$ cat src/rtl/datapath_controller_pkg.sv
// ctrl_pkg: shared encodings for the accumulator-machine controller.
//   - opcode values of the instruction set (IR bits [15:10])
//   - ALU operation codes driven on alu_operation
//   - mux select encodings for pc, ALU/acc sources, memory data and address
//   - FSM state encoding (3 bits)
// Optional feature macro used elsewhere in this slice: CTRL_MEM_TIMEOUT_EN.
package ctrl_pkg;

  // Opcodes
  localparam logic [5:0] OP_NOP  = 6'h00;
  localparam logic [5:0] OP_LDI  = 6'h01;
  localparam logic [5:0] OP_LD   = 6'h02;
  localparam logic [5:0] OP_ST   = 6'h03;
  localparam logic [5:0] OP_ADD  = 6'h04;
  localparam logic [5:0] OP_SUB  = 6'h05;
  localparam logic [5:0] OP_AND  = 6'h06;
  localparam logic [5:0] OP_OR   = 6'h07;
  localparam logic [5:0] OP_JMP  = 6'h08;
  localparam logic [5:0] OP_JZ   = 6'h09;
  localparam logic [5:0] OP_JMPA = 6'h0A;
  localparam logic [5:0] OP_HALT = 6'h3F;

  // ALU operation codes
  localparam logic [2:0] ALU_ADD = 3'd0;
  localparam logic [2:0] ALU_SUB = 3'd1;
  localparam logic [2:0] ALU_AND = 3'd2;
  localparam logic [2:0] ALU_OR  = 3'd3;
  localparam logic [2:0] ALU_XOR = 3'd4;
  localparam logic [2:0] ALU_NOT = 3'd5;
  localparam logic [2:0] ALU_SHL = 3'd6;
  localparam logic [2:0] ALU_SHR = 3'd7;

  // PC source select
  localparam logic [1:0] PC_SRC_INC = 2'd0;
  localparam logic [1:0] PC_SRC_OP1 = 2'd1;
  localparam logic [1:0] PC_SRC_ACC = 2'd2;

  // ALU1/ALU2/ACC source select (0 = acc for ALU inputs, alu_out for acc)
  localparam logic [1:0] SRC_ACC = 2'd0;
  localparam logic [1:0] SRC_OP1 = 2'd1;
  localparam logic [1:0] SRC_MEM = 2'd2;

  // Memory data bus driver select
  localparam logic [1:0] MDATA_NONE = 2'd0;
  localparam logic [1:0] MDATA_ACC  = 2'd1;
  localparam logic [1:0] MDATA_ALU1 = 2'd2;
  localparam logic [1:0] MDATA_ALU2 = 2'd3;

  // Memory address driver select
  localparam logic [1:0] MADDR_NONE = 2'd0;
  localparam logic [1:0] MADDR_OP1  = 2'd1;
  localparam logic [1:0] MADDR_PC   = 2'd2;
  localparam logic [1:0] MADDR_ACC  = 2'd3;

  typedef enum logic [2:0] {
    IDLE   = 3'd0,
    FETCH  = 3'd1,
    DECODE = 3'd2,
    MEM_RD = 3'd3,
    MEM_WR = 3'd4,
    OPLOAD = 3'd5,
    EXEC   = 3'd6,
    HALT   = 3'd7
  } state_t;

  // ADD..OR opcodes are contiguous, so the ALU code is the offset from ADD.
  function automatic logic [2:0] alu_op_of(input logic [5:0] op);
    logic [5:0] diff;
    diff = op - OP_ADD;
    return diff[2:0];
  endfunction

endpackage

$ cat src/rtl/datapath_controller_if.sv
// datapath_controller_if: bundle between the controller and the datapath.
//   Datapath -> controller: opcode, alu_zero, alu_overflow, mem_ready.
//   Controller -> datapath: register loads, mux selects, ALU op, memory
//   strobes, and status (zero_flag, ovf_flag, halted, fault).
// modport master = controller side, modport slave = datapath side.
interface datapath_controller_if #(
  parameter int INST_SIZE = 6
);

  logic [INST_SIZE-1:0] opcode;
  logic                 alu_zero;
  logic                 alu_overflow;
  logic                 mem_ready;

  logic                 ld_alu1;
  logic                 ld_alu2;
  logic                 ld_pc;
  logic                 ld_acc;
  logic                 ld_ir;
  logic [1:0]           pc_src;
  logic [2:0]           alu_operation;
  logic [1:0]           alu1_src_mux_control;
  logic [1:0]           alu2_src_mux_control;
  logic [1:0]           acc_src_mux_control;
  logic [1:0]           mem_data_select_control;
  logic [1:0]           mem_addr_select_control;
  logic                 mem_read;
  logic                 mem_write;
  logic                 zero_flag;
  logic                 ovf_flag;
  logic                 halted;
  logic                 fault;

  modport master (
    input  opcode, alu_zero, alu_overflow, mem_ready,
    output ld_alu1, ld_alu2, ld_pc, ld_acc, ld_ir, pc_src, alu_operation,
           alu1_src_mux_control, alu2_src_mux_control, acc_src_mux_control,
           mem_data_select_control, mem_addr_select_control,
           mem_read, mem_write, zero_flag, ovf_flag, halted, fault
  );

  modport slave (
    output opcode, alu_zero, alu_overflow, mem_ready,
    input  ld_alu1, ld_alu2, ld_pc, ld_acc, ld_ir, pc_src, alu_operation,
           alu1_src_mux_control, alu2_src_mux_control, acc_src_mux_control,
           mem_data_select_control, mem_addr_select_control,
           mem_read, mem_write, zero_flag, ovf_flag, halted, fault
  );

endinterface

$ cat src/rtl/datapath_controller_mem_wait_timer.sv
// mem_wait_timer: counts cycles a memory strobe has been waiting for
// mem_ready and flags expiry once the count reaches MEM_TIMEOUT.
// Present only when CTRL_MEM_TIMEOUT_EN is defined.
// Ports:
//   clock   in  system clock, rising edge
//   reset   in  asynchronous, active-low
//   clear   in  restart the count (not waiting, or memory answered)
//   expired out count has reached MEM_TIMEOUT
`ifdef CTRL_MEM_TIMEOUT_EN
module mem_wait_timer #(
  parameter int MEM_TIMEOUT = 15
) (
  input  logic clock,
  input  logic reset,
  input  logic clear,
  output logic expired
);

  localparam int CW = $clog2(MEM_TIMEOUT + 1);

  logic [CW-1:0] count_r;

  assign expired = (count_r == CW'(MEM_TIMEOUT));

  // Wait counter: saturates at MEM_TIMEOUT until cleared
  always_ff @(posedge clock or negedge reset) begin
    if (!reset) begin
      count_r <= '0;
    end else if (clear) begin
      count_r <= '0;
    end else if (!expired) begin
      count_r <= count_r + CW'(1);
    end else begin
      count_r <= count_r;
    end
  end

endmodule
`endif

$ cat src/rtl/datapath_controller.sv
// datapath_controller: multi-cycle fetch/decode/execute sequencer for the
// accumulator datapath. One micro-operation per cycle; owns the memory
// read/write handshake (strobes held until mem_ready).
// Ports:
//   clock  in  system clock, rising edge
//   reset  in  asynchronous, active-low
//   bus    datapath_controller_if.master: opcode/ALU flags/mem_ready in;
//          loads, selects, ALU op, strobes, zero/ovf flags, halted, fault out
// Optional feature: define CTRL_MEM_TIMEOUT_EN to bound every memory wait to
// MEM_TIMEOUT cycles; on expiry the controller halts with fault set.
module datapath_controller
  import ctrl_pkg::*;
#(
  parameter int INST_SIZE     = 6,
  parameter int MEM_ADDR_SIZE = 6,
  parameter int REG_ADDR_SIZE = 4,
  parameter int MEM_TIMEOUT   = 15
) (
  input  logic                  clock,
  input  logic                  reset,
  datapath_controller_if.master bus
);

  localparam int WORD_SIZE = INST_SIZE + MEM_ADDR_SIZE + REG_ADDR_SIZE;

  // The opcode decode below assumes the {6,6,4} instruction layout.
  if (WORD_SIZE != 16 || INST_SIZE != 6 || MEM_TIMEOUT < 1) begin : g_cfg_check
    $error("datapath_controller: unsupported instruction layout or timeout");
  end

  state_t     state_r;
  state_t     next_state_s;
  logic [5:0] op_s;
  logic       zero_flag_r;
  logic       ovf_flag_r;
  logic       halted_r;
  logic       fault_r;
  logic       set_fault_s;
  logic       timeout_s;

  assign op_s          = bus.opcode[INST_SIZE-1 -: 6];
  assign bus.zero_flag = zero_flag_r;
  assign bus.ovf_flag  = ovf_flag_r;
  assign bus.halted    = halted_r;
  assign bus.fault     = fault_r;

`ifdef CTRL_MEM_TIMEOUT_EN
  logic wait_state_s;

  assign wait_state_s = (state_r == FETCH) || (state_r == MEM_RD) ||
                        (state_r == MEM_WR) || (state_r == OPLOAD);

  // Clearing on every non-wait cycle also clears it on entry to a wait state.
  mem_wait_timer #(
    .MEM_TIMEOUT(MEM_TIMEOUT)
  ) u_mem_wait_timer (
    .clock  (clock),
    .reset  (reset),
    .clear  (!wait_state_s || bus.mem_ready),
    .expired(timeout_s)
  );
`else
  assign timeout_s = 1'b0;
`endif

  // State register
  always_ff @(posedge clock or negedge reset) begin
    if (!reset) begin
      state_r <= IDLE;
    end else begin
      state_r <= next_state_s;
    end
  end

  // Status registers: ALU flags latch only in EXEC; halt/fault are sticky
  always_ff @(posedge clock or negedge reset) begin
    if (!reset) begin
      zero_flag_r <= 1'b0;
      ovf_flag_r  <= 1'b0;
      halted_r    <= 1'b0;
      fault_r     <= 1'b0;
    end else begin
      if (state_r == EXEC) begin
        zero_flag_r <= bus.alu_zero;
        ovf_flag_r  <= bus.alu_overflow;
      end else begin
        zero_flag_r <= zero_flag_r;
        ovf_flag_r  <= ovf_flag_r;
      end
      halted_r <= (next_state_s == HALT);
      fault_r  <= fault_r | set_fault_s;
    end
  end

  // Next-state and control decode; every output starts from the idle value
  always_comb begin
    next_state_s                = state_r;
    set_fault_s                 = 1'b0;
    bus.ld_alu1                 = 1'b0;
    bus.ld_alu2                 = 1'b0;
    bus.ld_pc                   = 1'b0;
    bus.ld_acc                  = 1'b0;
    bus.ld_ir                   = 1'b0;
    bus.pc_src                  = PC_SRC_INC;
    bus.alu_operation           = ALU_ADD;
    bus.alu1_src_mux_control    = SRC_ACC;
    bus.alu2_src_mux_control    = SRC_ACC;
    bus.acc_src_mux_control     = SRC_ACC;
    bus.mem_data_select_control = MDATA_NONE;
    bus.mem_addr_select_control = MADDR_NONE;
    bus.mem_read                = 1'b0;
    bus.mem_write               = 1'b0;

    case (state_r)
      IDLE: begin
        next_state_s = FETCH;
      end

      FETCH: begin
        if (timeout_s) begin
          next_state_s = HALT;
          set_fault_s  = 1'b1;
        end else begin
          bus.mem_addr_select_control = MADDR_PC;
          bus.mem_read                = 1'b1;
          if (bus.mem_ready) begin
            bus.ld_ir    = 1'b1;
            bus.ld_pc    = 1'b1;
            bus.pc_src   = PC_SRC_INC;
            next_state_s = DECODE;
          end else begin
            next_state_s = FETCH;
          end
        end
      end

      DECODE: begin
        case (op_s)
          OP_NOP: begin
            next_state_s = FETCH;
          end
          OP_LDI: begin
            bus.acc_src_mux_control = SRC_OP1;
            bus.ld_acc              = 1'b1;
            next_state_s            = FETCH;
          end
          OP_LD: begin
            next_state_s = MEM_RD;
          end
          OP_ST: begin
            next_state_s = MEM_WR;
          end
          OP_ADD, OP_SUB, OP_AND, OP_OR: begin
            next_state_s = OPLOAD;
          end
          OP_JMP: begin
            bus.pc_src   = PC_SRC_OP1;
            bus.ld_pc    = 1'b1;
            next_state_s = FETCH;
          end
          OP_JZ: begin
            bus.pc_src   = PC_SRC_OP1;
            bus.ld_pc    = zero_flag_r;
            next_state_s = FETCH;
          end
          OP_JMPA: begin
            bus.pc_src   = PC_SRC_ACC;
            bus.ld_pc    = 1'b1;
            next_state_s = FETCH;
          end
          OP_HALT: begin
            next_state_s = HALT;
          end
          default: begin
            next_state_s = HALT;
            set_fault_s  = 1'b1;
          end
        endcase
      end

      MEM_RD: begin
        if (timeout_s) begin
          next_state_s = HALT;
          set_fault_s  = 1'b1;
        end else begin
          bus.mem_addr_select_control = MADDR_OP1;
          bus.mem_read                = 1'b1;
          bus.acc_src_mux_control     = SRC_MEM;
          bus.ld_acc                  = bus.mem_ready;
          next_state_s                = bus.mem_ready ? FETCH : MEM_RD;
        end
      end

      MEM_WR: begin
        if (timeout_s) begin
          next_state_s = HALT;
          set_fault_s  = 1'b1;
        end else begin
          bus.mem_addr_select_control = MADDR_OP1;
          bus.mem_data_select_control = MDATA_ACC;
          bus.mem_write               = 1'b1;
          next_state_s                = bus.mem_ready ? FETCH : MEM_WR;
        end
      end

      OPLOAD: begin
        if (timeout_s) begin
          next_state_s = HALT;
          set_fault_s  = 1'b1;
        end else begin
          bus.mem_addr_select_control = MADDR_OP1;
          bus.mem_read                = 1'b1;
          bus.alu1_src_mux_control    = SRC_ACC;
          bus.alu2_src_mux_control    = SRC_MEM;
          bus.ld_alu1                 = bus.mem_ready;
          bus.ld_alu2                 = bus.mem_ready;
          next_state_s                = bus.mem_ready ? EXEC : OPLOAD;
        end
      end

      EXEC: begin
        bus.alu_operation       = alu_op_of(op_s);
        bus.acc_src_mux_control = SRC_ACC;
        bus.ld_acc              = 1'b1;
        next_state_s            = FETCH;
      end

      HALT: begin
        next_state_s = HALT;
      end

      default: begin
        next_state_s = IDLE;
      end
    endcase
  end

endmodule

$ cat src/flat_wrapper.sv
// flat-port wrapper written by rule: the top's interface ports become plain ports
module datapath_controller_flat import ctrl_pkg::*;
#(
  parameter int INST_SIZE     = 6,
  parameter int MEM_ADDR_SIZE = 6,
  parameter int REG_ADDR_SIZE = 4,
  parameter int MEM_TIMEOUT   = 15
)
  (clock, reset, bus_opcode, bus_alu_zero, bus_alu_overflow, bus_mem_ready, bus_ld_alu1, bus_ld_alu2, bus_ld_pc, bus_ld_acc, bus_ld_ir, bus_pc_src, bus_alu_operation, bus_alu1_src_mux_control, bus_alu2_src_mux_control, bus_acc_src_mux_control, bus_mem_data_select_control, bus_mem_addr_select_control, bus_mem_read, bus_mem_write, bus_zero_flag, bus_ovf_flag, bus_halted, bus_fault);
  datapath_controller_if #(.INST_SIZE(INST_SIZE)) bus_i ();
  input  logic clock;
  input  logic reset;
  input wire logic [$bits(bus_i.opcode)-1:0] bus_opcode;
  input wire logic [$bits(bus_i.alu_zero)-1:0] bus_alu_zero;
  input wire logic [$bits(bus_i.alu_overflow)-1:0] bus_alu_overflow;
  input wire logic [$bits(bus_i.mem_ready)-1:0] bus_mem_ready;
  output wire logic [$bits(bus_i.ld_alu1)-1:0] bus_ld_alu1;
  output wire logic [$bits(bus_i.ld_alu2)-1:0] bus_ld_alu2;
  output wire logic [$bits(bus_i.ld_pc)-1:0] bus_ld_pc;
  output wire logic [$bits(bus_i.ld_acc)-1:0] bus_ld_acc;
  output wire logic [$bits(bus_i.ld_ir)-1:0] bus_ld_ir;
  output wire logic [$bits(bus_i.pc_src)-1:0] bus_pc_src;
  output wire logic [$bits(bus_i.alu_operation)-1:0] bus_alu_operation;
  output wire logic [$bits(bus_i.alu1_src_mux_control)-1:0] bus_alu1_src_mux_control;
  output wire logic [$bits(bus_i.alu2_src_mux_control)-1:0] bus_alu2_src_mux_control;
  output wire logic [$bits(bus_i.acc_src_mux_control)-1:0] bus_acc_src_mux_control;
  output wire logic [$bits(bus_i.mem_data_select_control)-1:0] bus_mem_data_select_control;
  output wire logic [$bits(bus_i.mem_addr_select_control)-1:0] bus_mem_addr_select_control;
  output wire logic [$bits(bus_i.mem_read)-1:0] bus_mem_read;
  output wire logic [$bits(bus_i.mem_write)-1:0] bus_mem_write;
  output wire logic [$bits(bus_i.zero_flag)-1:0] bus_zero_flag;
  output wire logic [$bits(bus_i.ovf_flag)-1:0] bus_ovf_flag;
  output wire logic [$bits(bus_i.halted)-1:0] bus_halted;
  output wire logic [$bits(bus_i.fault)-1:0] bus_fault;
  assign bus_i.opcode = bus_opcode;
  assign bus_i.alu_zero = bus_alu_zero;
  assign bus_i.alu_overflow = bus_alu_overflow;
  assign bus_i.mem_ready = bus_mem_ready;
  assign bus_ld_alu1 = bus_i.ld_alu1;
  assign bus_ld_alu2 = bus_i.ld_alu2;
  assign bus_ld_pc = bus_i.ld_pc;
  assign bus_ld_acc = bus_i.ld_acc;
  assign bus_ld_ir = bus_i.ld_ir;
  assign bus_pc_src = bus_i.pc_src;
  assign bus_alu_operation = bus_i.alu_operation;
  assign bus_alu1_src_mux_control = bus_i.alu1_src_mux_control;
  assign bus_alu2_src_mux_control = bus_i.alu2_src_mux_control;
  assign bus_acc_src_mux_control = bus_i.acc_src_mux_control;
  assign bus_mem_data_select_control = bus_i.mem_data_select_control;
  assign bus_mem_addr_select_control = bus_i.mem_addr_select_control;
  assign bus_mem_read = bus_i.mem_read;
  assign bus_mem_write = bus_i.mem_write;
  assign bus_zero_flag = bus_i.zero_flag;
  assign bus_ovf_flag = bus_i.ovf_flag;
  assign bus_halted = bus_i.halted;
  assign bus_fault = bus_i.fault;
  datapath_controller #(.INST_SIZE(INST_SIZE), .MEM_ADDR_SIZE(MEM_ADDR_SIZE), .REG_ADDR_SIZE(REG_ADDR_SIZE), .MEM_TIMEOUT(MEM_TIMEOUT)) u_core (.clock(clock), .reset(reset), .bus(bus_i));
endmodule
$ cat config.mk
export PLATFORM = sky130hd
export DESIGN_NAME = datapath_controller_flat
export DESIGN_NICKNAME = d
export VERILOG_FILES = /design/src/rtl/datapath_controller_pkg.sv /design/src/rtl/datapath_controller_if.sv /design/src/rtl/datapath_controller_mem_wait_timer.sv /design/src/rtl/datapath_controller.sv /design/src/flat_wrapper.sv
export SDC_FILE = /design/constraint.sdc
export NUM_CORES = 1
export LEC_CHECK = 0
export ABC_AREA = 1
export ABC_CLOCK_PERIOD_IN_PS = 1460
export CAP_MARGIN = 25
export CORE_MARGIN = 2
export CORE_UTILIZATION = 36
export DETAILED_ROUTE_END_ITERATION = 8
export HOLD_SLACK_MARGIN = 0.05
export PLACE_DENSITY = 0.79
export SKIP_LAST_GASP = 1
export SLEW_MARGIN = 0
export SYNTH_ARGS = -nofsm -noshare
export SYNTH_HDL_FRONTEND = slang
export SYNTH_SLANG_ARGS = --single-unit
$ cat constraint.sdc
create_clock -name clock -period 1.46 [get_ports clock]
set_input_delay 0.292 -clock clock [delete_from_list [all_inputs] [get_ports clock]]
set_output_delay 0.292 -clock clock [all_outputs]
set_load 0.02 [all_outputs]
# Yosys cells after proc, flatten, opt, wreduce, memory -nomap -nowiden
# Index checks and enable logic that the tools add are counted.
# word_totals
regBits	7
latchBits	0
ram_bits	0
mem_bits_ro	0
inputBits	11
output_inout_bits	26
wordCells	61
memories	0
# op_classes
n_addsub	1
multipliers	0
div	0
n_lt_le_gt_ge	0
n_eq_ne	19
shifts	0
n_mux	25
n_bitwise	1
reduce_logical	10
# op_table
op	n
$eq 6x3->1 const B	4
$pmux 3 s7	1
$eq 6x4->1 const B	3
$eq 3x3->1 const B	5
$eq 6x2->1 const B	2
$pmux 2 s2	3
$pmux 3 s4	1
$reduce_or 12->1	1
$mux 1	10
$mux 2	5
$eq 3x2->1 const B	2
$eq 6x1->1 const B	1
$eq 6x6->1 const B	1
$logic_not 6->1	1
$mux 3	2
$reduce_or 2->1	3
$reduce_or 3->1	2
$reduce_or 5->1	1
$pmux 1 s2	2
$reduce_or 4->1	1
$eq 3x1->1 const B	1
$logic_not 3->1	1
$pmux 1 s3	1
$sub 3x3->3 const B	1
$or 1x1->1	1

# Logic depth before layout (Yosys ltp)
# Gate-level depths: netlist of the first run.
# logic_depth
word_depth	5
ltp_mapped	9
mapped_depth_nobuf	9

# Worst setup path after synthesis of the first run
# OpenSTA, ideal clock, no wires.
# synth_path
path_kind	reg2out
from	register u_core.state_r[2]
to	output bus_ld_acc
arrival_time_ps	1360
required_ps	1168
slack_ps	-192
stages_incl_launch_ff	7
path_buffers	0
cell_sequence	dfrtp_1 inv_2 nand2_2 nor2_4 inv_1 nor3_2 or2_1
# synth_via
elab_chain_cells	2
word_cells_on_any_way	4
classes_between	3 x eq/ne; 1 x mux
# synth_rtl
element	line	rtl
from (decl)	datapath_controller.sv:31	state_t state_r;
from (signal assigned)	datapath_controller.sv:71	state_r <= next_state_s;
$eq 3x3->1 / $eq 3x2->1 (equally long branches)	datapath_controller.sv:114	case (state_r)
$pmux 1 s3 (*)	datapath_controller.sv:114	
to (decl)	flat_wrapper.sv:20	output wire logic [$bits(bus_i.ld_acc)-1:0] bus_ld_acc;
# Every way passes the cells marked *; elsewhere a longest branch is shown, timed or not.

# Final worst setup path of the first run
# Ends and elaborated chain as after synthesis.

==> reports/results.txt, run 1 <==
Compound-Gate Fraction of Synth Area: 0.116
Synth Area in XOR/XNOR: 0.0145
First-pass GRT wire length: 3440 um
CTS H-Tree Depth: 1
Cell Pwr Density: 1720 nW/um2
Die width: 45.0 um
Avg WL per Cell: 13.0 um
Most used DFF post-synth: dfrtp_1
Post-DRT Antenna Nets: 0
Synth Area in Simple Gates: 0.375
Global Route Usage Sum: 0.237
Final hold violation count: 0
Placed standard-cell area: 1130 um2
Post-synthesis mux area share: 0.0373
VDD IR-drop max: 0.00140 V
Crit. End Element: primary output
Post-synth cell types: 22
CTS Sinks: 7
PortBufs: 32
Clk_skew: 0.00331 ns
Total grt overflow: 0
CTS tree: built
Design area: 1260 um2
CP required: 1.17 ns
Setup ws final: -0.178 ns
RD Place Congestion: 0.804
Die area: 2020 um2
Tcrit/Tclk final: 1.12
IO Pins: 37
Clk slew on worst S/H paths: 0.05 ns
Yosys reg bits: 7
Dpl hpwl: 1520 um
Core Rows: 14
# setup viols final: 17
Max-slew violation count: 0
Tightest Hold Check Type: in2async
RSZ-0062 raised after global routing: yes
Critical path data arrival time: 1.35 ns
Fin crit period: 1.64 ns
Tot Pwr: 2160 uW
MaxCap Viol Count: 0
CTS Root Cell: clkbuf_4
Initial DRC count: 21
Largest family of logic cells by synthesized area: simple AND/OR/NAND/NOR gates
Sum Neg Setup Slack: -1.62 ns
Starting Density: 0.392
Core Util, Final: 0.817
Share of cells above drive strength 1: 0.571
Synth Cell Area: 604 um2
Later-pin clock latency in the skew report: 0.24 ns
N_diodes: 0
Crit Path Max Fanout: 3
TritonCTS Buffers: 3
Number of global-route vias before repair: 803
Fin nets: 168
Post-Syn Instances: 88
Core area: 1540 um2
Sequential area share after synthesis: 0.290
Leakage: 0.000667 uW
Total wire length: 2230 um
First-pass iteration count of the detailed router: 4
Largest net degree at the start of global routing: 8
Post-Synth Adder-Cell Area: 0
Setup Crit Path Kind: reg2out
Vias per cell: 4.92
Number of hold buffers added after CTS: 0
Async S/R FF share, synth: 1.00
Number of enable flip-flop cells after synthesis: 0
Initial antenna violation count: 0
Top post-synthesis cells by area: dfrtp_1, nor2_1, buf_4
Fmax: 611 MHz
Failing checks: negative setup slack
DIE HEIGHT: 45.0 um
Setup crit start kind: flip-flop
Synth-to-layout area growth: 108%
Most common cell in the netlist: nor2_1
Area leader, netlist: dfrtp_1
Yosys top cell area share: 0.290
Synth top cells by count: nor2_1, inv_1, nand2_1
Status: finished, violations left
Dpl ws: -0.798 ns
Vias: 847
Drt drc: 0
Synth warn: 0
CTS Buffer Depth: 2
Post-synthesis area per instance: 6.87 um2
==> cells in the final DEF (no fill, tap or decap), types with 2 or more instances in the layout <==
cell	count
nor2_4	5
dlygate4sd2_1	10
inv_1	7
nor2_1	9
clkdlybuf4s50_1	3
conb_1	4
dfrtp_2	2
o21ai_0	3
nand2_4	2
inv_2	7
nand4_1	2
nor2_2	4
buf_4	41
clkbuf_4	3
nand3_1	4
buf_6	11
a21oi_2	2
a21oi_1	4
mux2_2	2
nor3_4	2
dfrtp_1	5
nand2_2	3
nand2_1	9
o21ai_1	2
nand3_2	4
==> sequential cells by signal, indices dropped and copies added (netlist names) <==
| signal | count |
|---|---|
| u_core.bus.fault | 1 |
| u_core.bus.zero_flag | 1 |
| u_core.bus.ovf_flag | 1 |
| u_core.bus.halted | 1 |
| u_core.state_r | 3 |
==> kinds of logic (layout without fill, tap and decap cells) <==
group / after synthesis / after routing
and+or+nand+nor: 45 / 45
buffers and inverters: 20 / 85
AOI/OAI and AO/OA: 12 / 12
DFF: 7 / 7
muxes: 2 / 2
other: 1 / 4
xor gates and xnor gates: 1 / 1
==> final timing paths <==
| check | from | to | slack [ns] | depth (start not counted) |
|---|---|---|---|---|
| setup reg to reg | u_core.state_r[1] | u_core.bus.halted | -0.05 | 9 |
| min in group clock | u_core.bus.fault | u_core.bus.fault | 0.47 | 1 |
| hold / removal | reset | u_core.bus.fault | 0.30 | 1 |
| hold reg to reg | u_core.bus.fault | u_core.bus.fault | 0.47 | 1 |
| setup / recovery | u_core.state_r[2] | bus_ld_acc | -0.18 | 7 |
| max in group asynchronous | reset | u_core.state_r[1] | 0.92 | 1 |
==> layer usage <==
| layer | part of all wire | global-route usage | vias up |
|---|---|---|---|
| li1 | - | - | 410 |
| met1 | 0.40 | 0.283 | 396 |
| met2 | 0.54 | 0.406 | 35 |
| met3 | 0.044 | 0.0360 | 6 |
| met4 | 0.017 | 0.129 | 0 |
| met5 | 0 | 0 | - |
==> critical path: stages, from the launching register on <==
cell and delay (ns):
dfrtp_1 0.39, inv_2 0.09, nand2_4 0.07, nor2_4 0.13
inv_2 0.07, nor3_4 0.10, or2_1 0.13, buf_6 0.11
==> power by group <==
group	leakage (uW)	switching (uW)	total (uW)	internal (uW)
registers	0.0000789	80.9	366	285
logic	0.000574	848	1630	777
clock network	0.0000150	67.7	172	104
==> what timing repair did <==
action                                  4_1_cts  5_1_grt
setup buffers                                 3        5
endpoints found under the setup margin       26       20
resized for setup                           126       12
pin swaps                                     5        4
hold endpoints to repair                      0        0
==> cell type report <==
| class | count | area [um2] |
|---|---|---|
| Inverter | 14 | 52.6 |
| Multi-Input combinational cell | 64 | 418 |
| Sequential cell | 7 | 178 |
| Tap cell | 16 | 20.0 |
| Fill cell | 105 | 283 |
| Timing Repair Buffer | 67 | 564 |
| Clock buffer | 4 | 26.3 |
==> through the flow <==
stage	std cells	hold WS [ns]
4_1_cts	168	0.300
3_5_place_dp	161	0.467
2_1_floorplan	91	-0.00359
6_report	172	0.295
3_3_place_gp	161	0.473
5_1_grt	172	0.306
Power figures use the tool's default switching activity.
==> run 2, diff against run 1 <==
--- a/config.mk
+++ b/config.mk
@@ -10,6 +10,8 @@
 export CAP_MARGIN = 25
 export CORE_MARGIN = 2
 export CORE_UTILIZATION = 36
+export CTS_CLUSTER_DIAMETER = 100
+export CTS_CLUSTER_SIZE = 25
 export DETAILED_ROUTE_END_ITERATION = 8
 export HOLD_SLACK_MARGIN = 0.05
 export PLACE_DENSITY = 0.79
==> results of run 2 <==
The final DEF is identical to that of run 1; final timing and power are the same.
